===== config.mk =====
export PLATFORM = sky130hd
export DESIGN_NAME = gcd_bcd_conv_flat
export DESIGN_NICKNAME = d
export VERILOG_FILES = /design/src/rtl/gcd_bcd_conv_if.sv /design/src/rtl/gcd_bcd_conv.sv /design/src/flat_wrapper.sv
export SDC_FILE = /design/constraint.sdc
export NUM_CORES = 1
export LEC_CHECK = 0
export BUFFER_PORTS_ARGS = -buffer_cell sky130_fd_sc_hd__buf_2
export CAP_MARGIN = 5
export CORE_UTILIZATION = 60
export CTS_CLUSTER_DIAMETER = 60
export DETAILED_ROUTE_END_ITERATION = 8
export HOLD_SLACK_MARGIN = 0.05
export PLACE_DENSITY_LB_ADDON = 0.1
export SLEW_MARGIN = 0
export SYNTH_ARGS = -nofsm -noshare
export SYNTH_HDL_FRONTEND = slang
export SYNTH_SLANG_ARGS = --single-unit

===== constraint.sdc =====
create_clock -name clk -period 2.3 [get_ports clk]
set_input_delay 0.115 -clock clk [delete_from_list [all_inputs] [get_ports clk]]
set_output_delay 0.115 -clock clk [all_outputs]
set_load 0.05 [all_outputs]

===== src/rtl/gcd_bcd_conv_if.sv =====
// Handshake bundle for the GCD-result to BCD conversion stage.
//
// Valid/ready rule (both sides): a transfer happens at a rising clk edge where
// valid and ready are both 1. The source holds valid and data steady until that
// edge. The sink may raise or lower ready at any time.
// On the output side, out_bcd is only meaningful while out_valid is 1.
interface gcd_bcd_conv_if #(
  parameter int WIDTH  = 8,
  parameter int DIGITS = 3
);
  logic                  in_valid;
  logic                  in_ready;
  logic [WIDTH-1:0]      in_bin;
  logic                  out_valid;
  logic                  out_ready;
  logic [4*DIGITS-1:0]   out_bcd;

  // Producer/consumer side (the bench, or GCD core plus display logic).
  modport master (
    output in_valid, in_bin, out_ready,
    input  in_ready, out_valid, out_bcd
  );

  // Converter side.
  modport slave (
    input  in_valid, in_bin, out_ready,
    output in_ready, out_valid, out_bcd
  );
endinterface


===== src/rtl/gcd_bcd_conv.sv =====
// Binary to packed-BCD converter stage that sits after the GCD unit.
// It uses sequential double-dabble and handles one input bit per clock.
// A finished result stays buffered in out_bcd until the consumer takes it.
// When a new input arrives in the same cycle that the old result leaves,
// the stage goes straight back into conversion.
module gcd_bcd_conv #(
  parameter int WIDTH  = 8,
  parameter int DIGITS = 3
) (
  input  logic                clk,
  input  logic                rst,
  gcd_bcd_conv_if.slave       bus,
  output logic [1:0]          dbg_state
);

  localparam int AW = 4 * DIGITS;
  localparam int CW = $clog2(WIDTH + 1);

  // The accumulator must be able to hold the largest binary input.
  if (10 ** DIGITS <= 2 ** WIDTH - 1) begin : g_param_check
    $error("gcd_bcd_conv: DIGITS too small for WIDTH");
  end

  typedef enum logic [1:0] {
    IDLE = 2'd0,
    CONV = 2'd1,
    HOLD = 2'd2
  } state_t;

  state_t            state_q, state_d;
  logic [CW-1:0]     cnt_q, cnt_d;
  logic [WIDTH-1:0]  sh_q, sh_d;
  logic [AW-1:0]     acc_q, acc_d;
  logic [AW-1:0]     bcd_q, bcd_d;

  logic [AW-1:0]     adj_acc;
  logic [AW-1:0]     acc_shifted;
  logic              in_ready_c;
  logic              out_valid_c;

  // Add 3 to every digit that is 5 or more. All digits are adjusted in
  // parallel, and no carry passes from one digit to the next.
  always_comb begin
    adj_acc = acc_q;
    for (int i = 0; i < DIGITS; i++) begin
      if (acc_q[4*i +: 4] >= 4'd5) begin
        adj_acc[4*i +: 4] = acc_q[4*i +: 4] + 4'd3;
      end
    end
  end

  // Shift the next binary MSB into the adjusted accumulator. The accumulator
  // MSB falls off the top; the DIGITS bound guarantees it is always 0.
  assign acc_shifted = {adj_acc[AW-2:0], sh_q[WIDTH-1]};

  // Next-state logic and handshake outputs.
  always_comb begin
    state_d     = state_q;
    cnt_d       = cnt_q;
    sh_d        = sh_q;
    acc_d       = acc_q;
    bcd_d       = bcd_q;
    in_ready_c  = 1'b0;
    out_valid_c = 1'b0;

    case (state_q)
      IDLE: begin
        in_ready_c = 1'b1;
        if (bus.in_valid) begin
          sh_d    = bus.in_bin;
          acc_d   = '0;
          cnt_d   = CW'(WIDTH);
          state_d = CONV;
        end
      end

      CONV: begin
        sh_d  = {sh_q[WIDTH-2:0], 1'b0};
        acc_d = acc_shifted;
        cnt_d = cnt_q - CW'(1);
        if (cnt_q == CW'(1)) begin
          bcd_d   = acc_shifted;
          state_d = HOLD;
        end
      end

      HOLD: begin
        out_valid_c = 1'b1;
        // A slot opens exactly when the buffered result is being taken.
        in_ready_c  = bus.out_ready;
        if (bus.out_ready) begin
          if (bus.in_valid) begin
            sh_d    = bus.in_bin;
            acc_d   = '0;
            cnt_d   = CW'(WIDTH);
            state_d = CONV;
          end else begin
            state_d = IDLE;
          end
        end
      end

      default: begin
        state_d = IDLE;
      end
    endcase
  end

  // State and datapath registers. Reset discards any partial conversion.
  always_ff @(posedge clk or posedge rst) begin
    if (rst) begin
      state_q <= IDLE;
      cnt_q   <= '0;
      sh_q    <= '0;
      acc_q   <= '0;
      bcd_q   <= '0;
    end else begin
      state_q <= state_d;
      cnt_q   <= cnt_d;
      sh_q    <= sh_d;
      acc_q   <= acc_d;
      bcd_q   <= bcd_d;
    end
  end

  assign bus.in_ready  = in_ready_c & ~rst;
  assign bus.out_valid = out_valid_c;
  assign bus.out_bcd   = bcd_q;
  assign dbg_state     = state_q;

endmodule

===== src/flat_wrapper.sv =====
// flat-port wrapper written by rule: the top's interface ports become plain ports
module gcd_bcd_conv_flat 
#(
  parameter int WIDTH  = 8,
  parameter int DIGITS = 3
)
  (clk, rst, dbg_state, bus_in_valid, bus_in_bin, bus_out_ready, bus_in_ready, bus_out_valid, bus_out_bcd);
  gcd_bcd_conv_if #(.WIDTH(WIDTH), .DIGITS(DIGITS)) bus_i ();
  input  logic clk;
  input  logic rst;
  output logic [1:0] dbg_state;
  input wire logic [$bits(bus_i.in_valid)-1:0] bus_in_valid;
  input wire logic [$bits(bus_i.in_bin)-1:0] bus_in_bin;
  input wire logic [$bits(bus_i.out_ready)-1:0] bus_out_ready;
  output wire logic [$bits(bus_i.in_ready)-1:0] bus_in_ready;
  output wire logic [$bits(bus_i.out_valid)-1:0] bus_out_valid;
  output wire logic [$bits(bus_i.out_bcd)-1:0] bus_out_bcd;
  assign bus_i.in_valid = bus_in_valid;
  assign bus_i.in_bin = bus_in_bin;
  assign bus_i.out_ready = bus_out_ready;
  assign bus_in_ready = bus_i.in_ready;
  assign bus_out_valid = bus_i.out_valid;
  assign bus_out_bcd = bus_i.out_bcd;
  gcd_bcd_conv #(.WIDTH(WIDTH), .DIGITS(DIGITS)) u_core (.clk(clk), .rst(rst), .bus(bus_i), .dbg_state(dbg_state));
endmodule

==> summary.md, run 1 <==
| Metric | Value |
|---|---|
| DRT Wirelength | 3.67 mm |
| Worst-path clk slew | 110 ps |
| First-pass GRT wire length | 6.39 mm |
| Worst Path Arrival | 2020 ps |
| Max clock buf depth | 2 |
| Final Cycle Share | 0.778 |
| ANT nets after route | 0 |
| Largest net degree at the start of global routing | 39 |
| 1st-iter DRT viols | 75 |
| GRT overflow | 0 |
| Final setup viols | 0 |
| Drt drc | 4 |
| RePlAce Congestion | 0.802 |
| Die area | 3250 um2 |
| Maxcap violations | 0 |
| Critical Path Sink Type | register |
| Initial Util | 0.648 |
| Status | complete, but fails checks |
| Drt wl/cell | 14.3 um |
| Worst setup SP type | register |
| Layout cells sized above 1 | 0.204 |
| Syn. warnings | 0 |
| Final HPWL DP | 2.48 mm |
| CP max FO | 7 |
| Vias | 1488 |
| Peak supply drop | 0.00106 V |
| Achievable frequency | 0.559 GHz |
| Antenna Cells | 0 |
| Final Worst Setup Slack | 511 ps |
| Initial antenna violation count | 0 |
| Max H-tree Level | 2 |
| Final Max Tran Viols | 0 |
| Worst EP required | 2530 ps |
| Post-place setup slack | 583 ps |
| Initial DRT Pass Iterations | 6 |
| Vias per cell | 5.81 |
| Failing checks | DRC |
| Yosys cell types | 29 |
| Standard-cell rows | 19 |
| Final Hold Viols | 0 |
| Worst Tran Pin Value | 717 ps |
| Avg Cell Area, Syn | 9.98 um2 |
| Worst hold slack | 135 ps |
| Vias in the first global route | 1523 |
| RSZ-0062 raised after global routing | no |
| Most frequent cells in the layout | dfrtp_1, nand2_1, buf_2 |
| Finished Layout Cells | 256 |
| Syn_nets | 202 |
| Fin Setup TNS | 0 ps |
| Boundary Pins | 28 |
| FF-to-FF path depth | 4 |
| Area grow syn2layout | 21.3% |
| GRT Total Usage | 0.258 |
| Net total in the final layout | 244 |
| Die width | 57.0 um |
| Utilization after layout | 0.786 |
| Port Buf Inserts | 27 |
| Inst Count DP | 237 |
| Critical setup path kind | reg -> reg |
| Commonest non-fill, non-tap cell in the layout | dfrtp_1 |
| Sequential element share of the synthesized area | 0.523 |
| Mapped Cells | 182 |
| CTS tree | yes |
| PD cells | 1570 nW/um2 |
| Worst relative slew slack | 0.522 |
| Clock root buffer | clkbuf_4 |
| Hold Crit Class | in -> reg |
| Clock latency on the worst-skew pair | 350 ps |
| Tmin final | 1790 ps |
| Layout Skew | 10.5 ps |
| Leakage | 1.07 nW |
| Worst Hold Depth | 3 |
| Core region area | 2810 um2 |
| Num CTS Buffers | 5 |
| Die Span Y | 57.0 um |
| CTS Sinks | 38 |
| Synthesized cell area | 1820 um2 |
| FF+latch count, synth | 38 |
-- where the power goes --
group / internal, mW / switching [mW]
clock: 0.368 / 0.226
sequential: 0.956 / 0.210
combinational: 0.604 / 1.10
total: 1.93 / 1.54
-- synth_stat cells, drive strengths merged --
cell type / instances / area, um2
a21o: 1 / 7.51
nor3b: 6 / 45.0
a22o: 2 / 17.5
a21oi: 10 / 53.8
mux2: 5 / 56.3
inv: 11 / 41.3
nand2: 32 / 120
o21ai: 19 / 95.1
and2b: 1 / 7.51
dfrtp: 38 / 951
nor2b: 1 / 8.76
and2: 1 / 6.26
o22ai: 5 / 31.3
a32o: 4 / 40.0
a211oi: 1 / 7.51
ha: 8 / 100
nand2b: 5 / 38.8
nor2: 8 / 30.0
a21boi: 1 / 7.51
or3: 2 / 12.5
buf: 7 / 37.5
xnor2: 4 / 35.0
a31oi: 7 / 43.8
o31ai: 3 / 22.5
-- state kept, by name, indices dropped and copies added (netlist names) --
signal / cells
u_core.sh_q: 8
u_core.cnt_q: 4
u_core.acc_q: 12
u_core.dbg_state: 2
u_core.bus.out_bcd: 12
-- layer usage --
layer | up-vias | track usage | wire length, um
li1 | 719 | - | -
met1 | 713 | 0.312 | 1520
met2 | 50 | 0.435 | 1930
met3 | 6 | 0.0748 | 169
met4 | 0 | 0.101 | 44
met5 | - | 0 | 0
-- kinds of logic after synthesis --
group                    synth area share
AND/OR/NAND/NOR                     0.148
AO/OA/AOI/OAI                       0.180
flip-flops                          0.523
buffers and inverters              0.0434
adder cells (fa/ha/maj)            0.0551
multiplexers                       0.0310
XOR/XNOR                           0.0193
-- worst paths after layout --
check,from,to,slack (ps)
max,u_core.dbg_state[0]$_DFFE_PP0P_,u_core.sh_q[0]$_DFFE_PP0P_,510
min,bus_out_ready,u_core.dbg_state[1]$_DFFE_PP0P_,130
max reg2reg,u_core.dbg_state[0]$_DFFE_PP0P_,u_core.sh_q[0]$_DFFE_PP0P_,510
min reg2reg,u_core.bus.out_bcd[6]$_DFFE_PP0P_,u_core.bus.out_bcd[6]$_DFFE_PP0P_,490
max in group asynchronous,rst,u_core.acc_q[10]$_DFFE_PP0P_,1540
min in group asynchronous,rst,u_core.acc_q[5]$_DFFE_PP0P_,430
-- metrics by stage --
step | area [um2] | total power, mW
after floorplan | 1820 | 2.47
after global placement | 1980 | 2.76
after detailed placement | 1980 | 2.86
after CTS | 2200 | 3.48
after global routing | 2200 | 3.71
final | 2200 | 3.47
-- worst max-delay path, cell delays in order (launching register included) --
cell and delay [ps]:
dfrtp_1 460, nand2b_4 180, a21o_1 260, a32o_1 230, dlygate4sd3_1 550
-- what timing repair did --
item / in CTS / in global routing
hold buffers: 11 / 0
resized for setup: 0 / 0
hold endpoints to repair: 48 / 0
setup buffers: 0 / 0
-- area by class of cell --
cell class / count / area [um2]
Sequential cell: 38 / 951
Multi-Input combinational cell: 126 / 787
Fill cell: 194 / 601
Timing Repair Buffer: 42 / 275
Clock inverter: 2 / 60.1
Clock buffer: 6 / 51.3
Inverter: 11 / 41.3
Tap cell: 31 / 38.8
Note: power is estimated with default switching activity, not from simulation.
==> run 2: changes to the inputs <==
CORE_UTILIZATION = 50   (was 60)
clock period = 1.6 ns   (was 2.3 ns; I/O delays follow)
==> summary.md, run 2 (synthesis gave the netlist of run 1 again) <==
| Metric | Value |
|---|---|
| Vias | 1477 (-0.74%) |
| Port Buf Inserts | 27 (unchanged) |
| Worst Tran Pin Value | 479 ps (-238 ps) |
| Layout cells sized above 1 | 0.265 (+0.0608) |
| Most frequent cells in the layout | dfrtp_1, nand2_1, buf_2 |
| CTS tree | yes |
| Met2 wire len | 1.95 mm (+0.98%) |
| Final Hold Viols | 0 (unchanged) |
| CP top delay family | flip-flops |
| Crit-path cells | inv_1 > ha_1 > nand2b_1 > a21oi_2 > mux2_2 > o21ai_1 |
| Boundary Pins | 28 (unchanged) |
| Worst Path Arrival | 1820 ps (-200 ps) |
| Commonest non-fill, non-tap cell in the layout | dfrtp_1 |
| Leakage | 1.10 nW (+2.7%) |
| Area grow syn2layout | 25.9% |
| Hold Crit Class | in -> reg |
| Worst stage delay on the critical path | 420 ps (-130 ps) |
| GRT Total Usage | 0.213 (-0.0446) |
| Initial DRT Pass Iterations | 4 (-2) |
| Post-route cell area | 2290 um2 (+3.7%) |
| Top routing layer used | met4 |
| PD cells | 2220 nW/um2 (+41%) |
| Final Max Tran Viols | 0 (unchanged) |
| Max H-tree Level | 2 (unchanged) |
| Vias in the first global route | 1449 (-4.9%) |
| Wire length on met3 | 135 um (-20%) |
| Critical setup path kind | reg -> reg |
| Vias per cell | 5.35 (-7.9%) |
| Num CTS Buffers | 5 (unchanged) |
| RePlAce Congestion | 0.828 (+3.2%) |
| Worst-path clk slew | 110 ps (about the same) |
| Inst Count DP | 259 (+9.3%) |
| First-pass GRT wire length | 6.41 mm (+0.33%) |
| Final Cycle Share | 0.969 (+0.191) |
| Initial Util | 0.532 (-0.116) |
| Worst EP required | 1870 ps (-660 ps) |
| Critical Path Sink Type | register |
| Achievable frequency | 0.645 GHz (+15%) |
| Standard-cell rows | 21 (+2) |
| Setup bufs post-CTS | 0 (unchanged) |
| DRT Wirelength | 3.81 mm (+3.9%) |
| Finished Layout Cells | 276 (+7.8%) |
| CTS Sinks | 38 (unchanged) |
| Tmin final | 1550 ps (-239 ps) |
| Final HPWL DP | 2.60 mm (+4.9%) |
| Die width | 62.3 um (+9.2%) |
| Final setup viols | 0 (unchanged) |
| GRT overflow | 0 (unchanged) |
| Drt drc | 0 (-4) |
| Core region area | 3420 um2 (+22%) |
| Worst setup SP type | register |
| Largest net degree at the start of global routing | 39 (unchanged) |
| Die Span Y | 62.3 um (+9.2%) |
| Peak supply drop | 0.00159 V (+51%) |
| Maxcap violations | 0 (unchanged) |
| Status | finished clean |
| Die area | 3880 um2 (+19%) |
| CP max FO | 3 (-4) |
| 1st-iter DRT viols | 58 (-23%) |
| Net total in the final layout | 250 (+2.5%) |
| WP buf/inv | 1 (unchanged) |
| Drt wl/cell | 13.8 um (-3.6%) |
| Initial antenna violation count | 0 (unchanged) |
| Clock latency on the worst-skew pair | 340 ps (about the same) |
| Max clock buf depth | 2 (unchanged) |
| Post-Place Cell Area | 2080 um2 (+4.9%) |
| Clock root buffer | clkbuf_4 |
| Met1 WL | 1.67 mm (+9.7%) |
| Layout Skew | 15.8 ps (+5.30 ps) |
| Antenna Cells | 0 (unchanged) |
| ANT nets after route | 0 (unchanged) |
| Slowest CP cell | dfrtp_1 |
| Worst relative slew slack | 0.681 (+0.159) |
==> run 2: metal layers <==
layer | track usage | up-vias
li1 | - | 728
met1 | 0.273 | 703
met2 | 0.364 | 40
met3 | 0.0331 | 6
met4 | 0.0785 | 0
met5 | 0 | -
==> run 2: per-stage QoR <==
step                worst slack [ps]  total power [mW]   util  hold slack, ps  setup TNS [ps]
floorplan                       33.9              3.55      -             211               0
global placement                 100              4.19  0.609             273               0
detailed placement              30.9              4.32  0.609             295               0
CTS                             8.90              5.03  0.662            70.1               0
global route                   -26.4              5.46  0.670             134           -53.6
finish                          49.8              5.08  0.670             110               0
==> run 2: layout make-up <==
| cell class | count | area, um2 |
|---|---|---|
| sequential | 38 | 951 |
| inverter | 11 | 41.3 |
| clock buffer | 6 | 51.3 |
| tap | 46 | 57.6 |
| fill | 287 | 1130 |
| clock inverter | 1 | 30.0 |
| timing repair buffer | 48 | 343 |
| multi-input combinational | 126 | 813 |
==> run 2: where the power goes <==
part	switching (mW)	leakage (nW)	internal (mW)
registers	0.325	0.481	1.37
logic	1.63	0.571	1.07
clock network	0.315	0.0443	0.364
==> run 2: final timing paths <==
kind / cells past startpoint / start / slack, ps / end
max in group asynchronous: 4 / rst / 800 / u_core.acc_q[8]$_DFFE_PP0P_
worst min register to register: 1 / u_core.bus.out_bcd[0]$_DFFE_PP0P_ / 500 / u_core.bus.out_bcd[0]$_DFFE_PP0P_
worst max-delay path: 6 / u_core.acc_q[8]$_DFFE_PP0P_ / 50 / u_core.bus.out_bcd[10]$_DFFE_PP0P_
min in group asynchronous: 4 / rst / 460 / u_core.acc_q[6]$_DFFE_PP0P_
worst min-delay path: 3 / bus_out_ready / 110 / u_core.dbg_state[1]$_DFFE_PP0P_
worst max register to register: 6 / u_core.acc_q[8]$_DFFE_PP0P_ / 50 / u_core.bus.out_bcd[10]$_DFFE_PP0P_
==> run 2: what timing repair did <==
item | 4_1_cts | 5_1_grt
hold buffers | 10 | 0
setup endpoints to repair | 0 | 13
gates resized for setup | 0 | 10
endpoints found under the hold margin | 48 | 0
==> run 2: worst min-delay path, delay by kind of cell <==
kind,cells,cell delay (ps)
compound gates,1,130
buf+inv,2,200
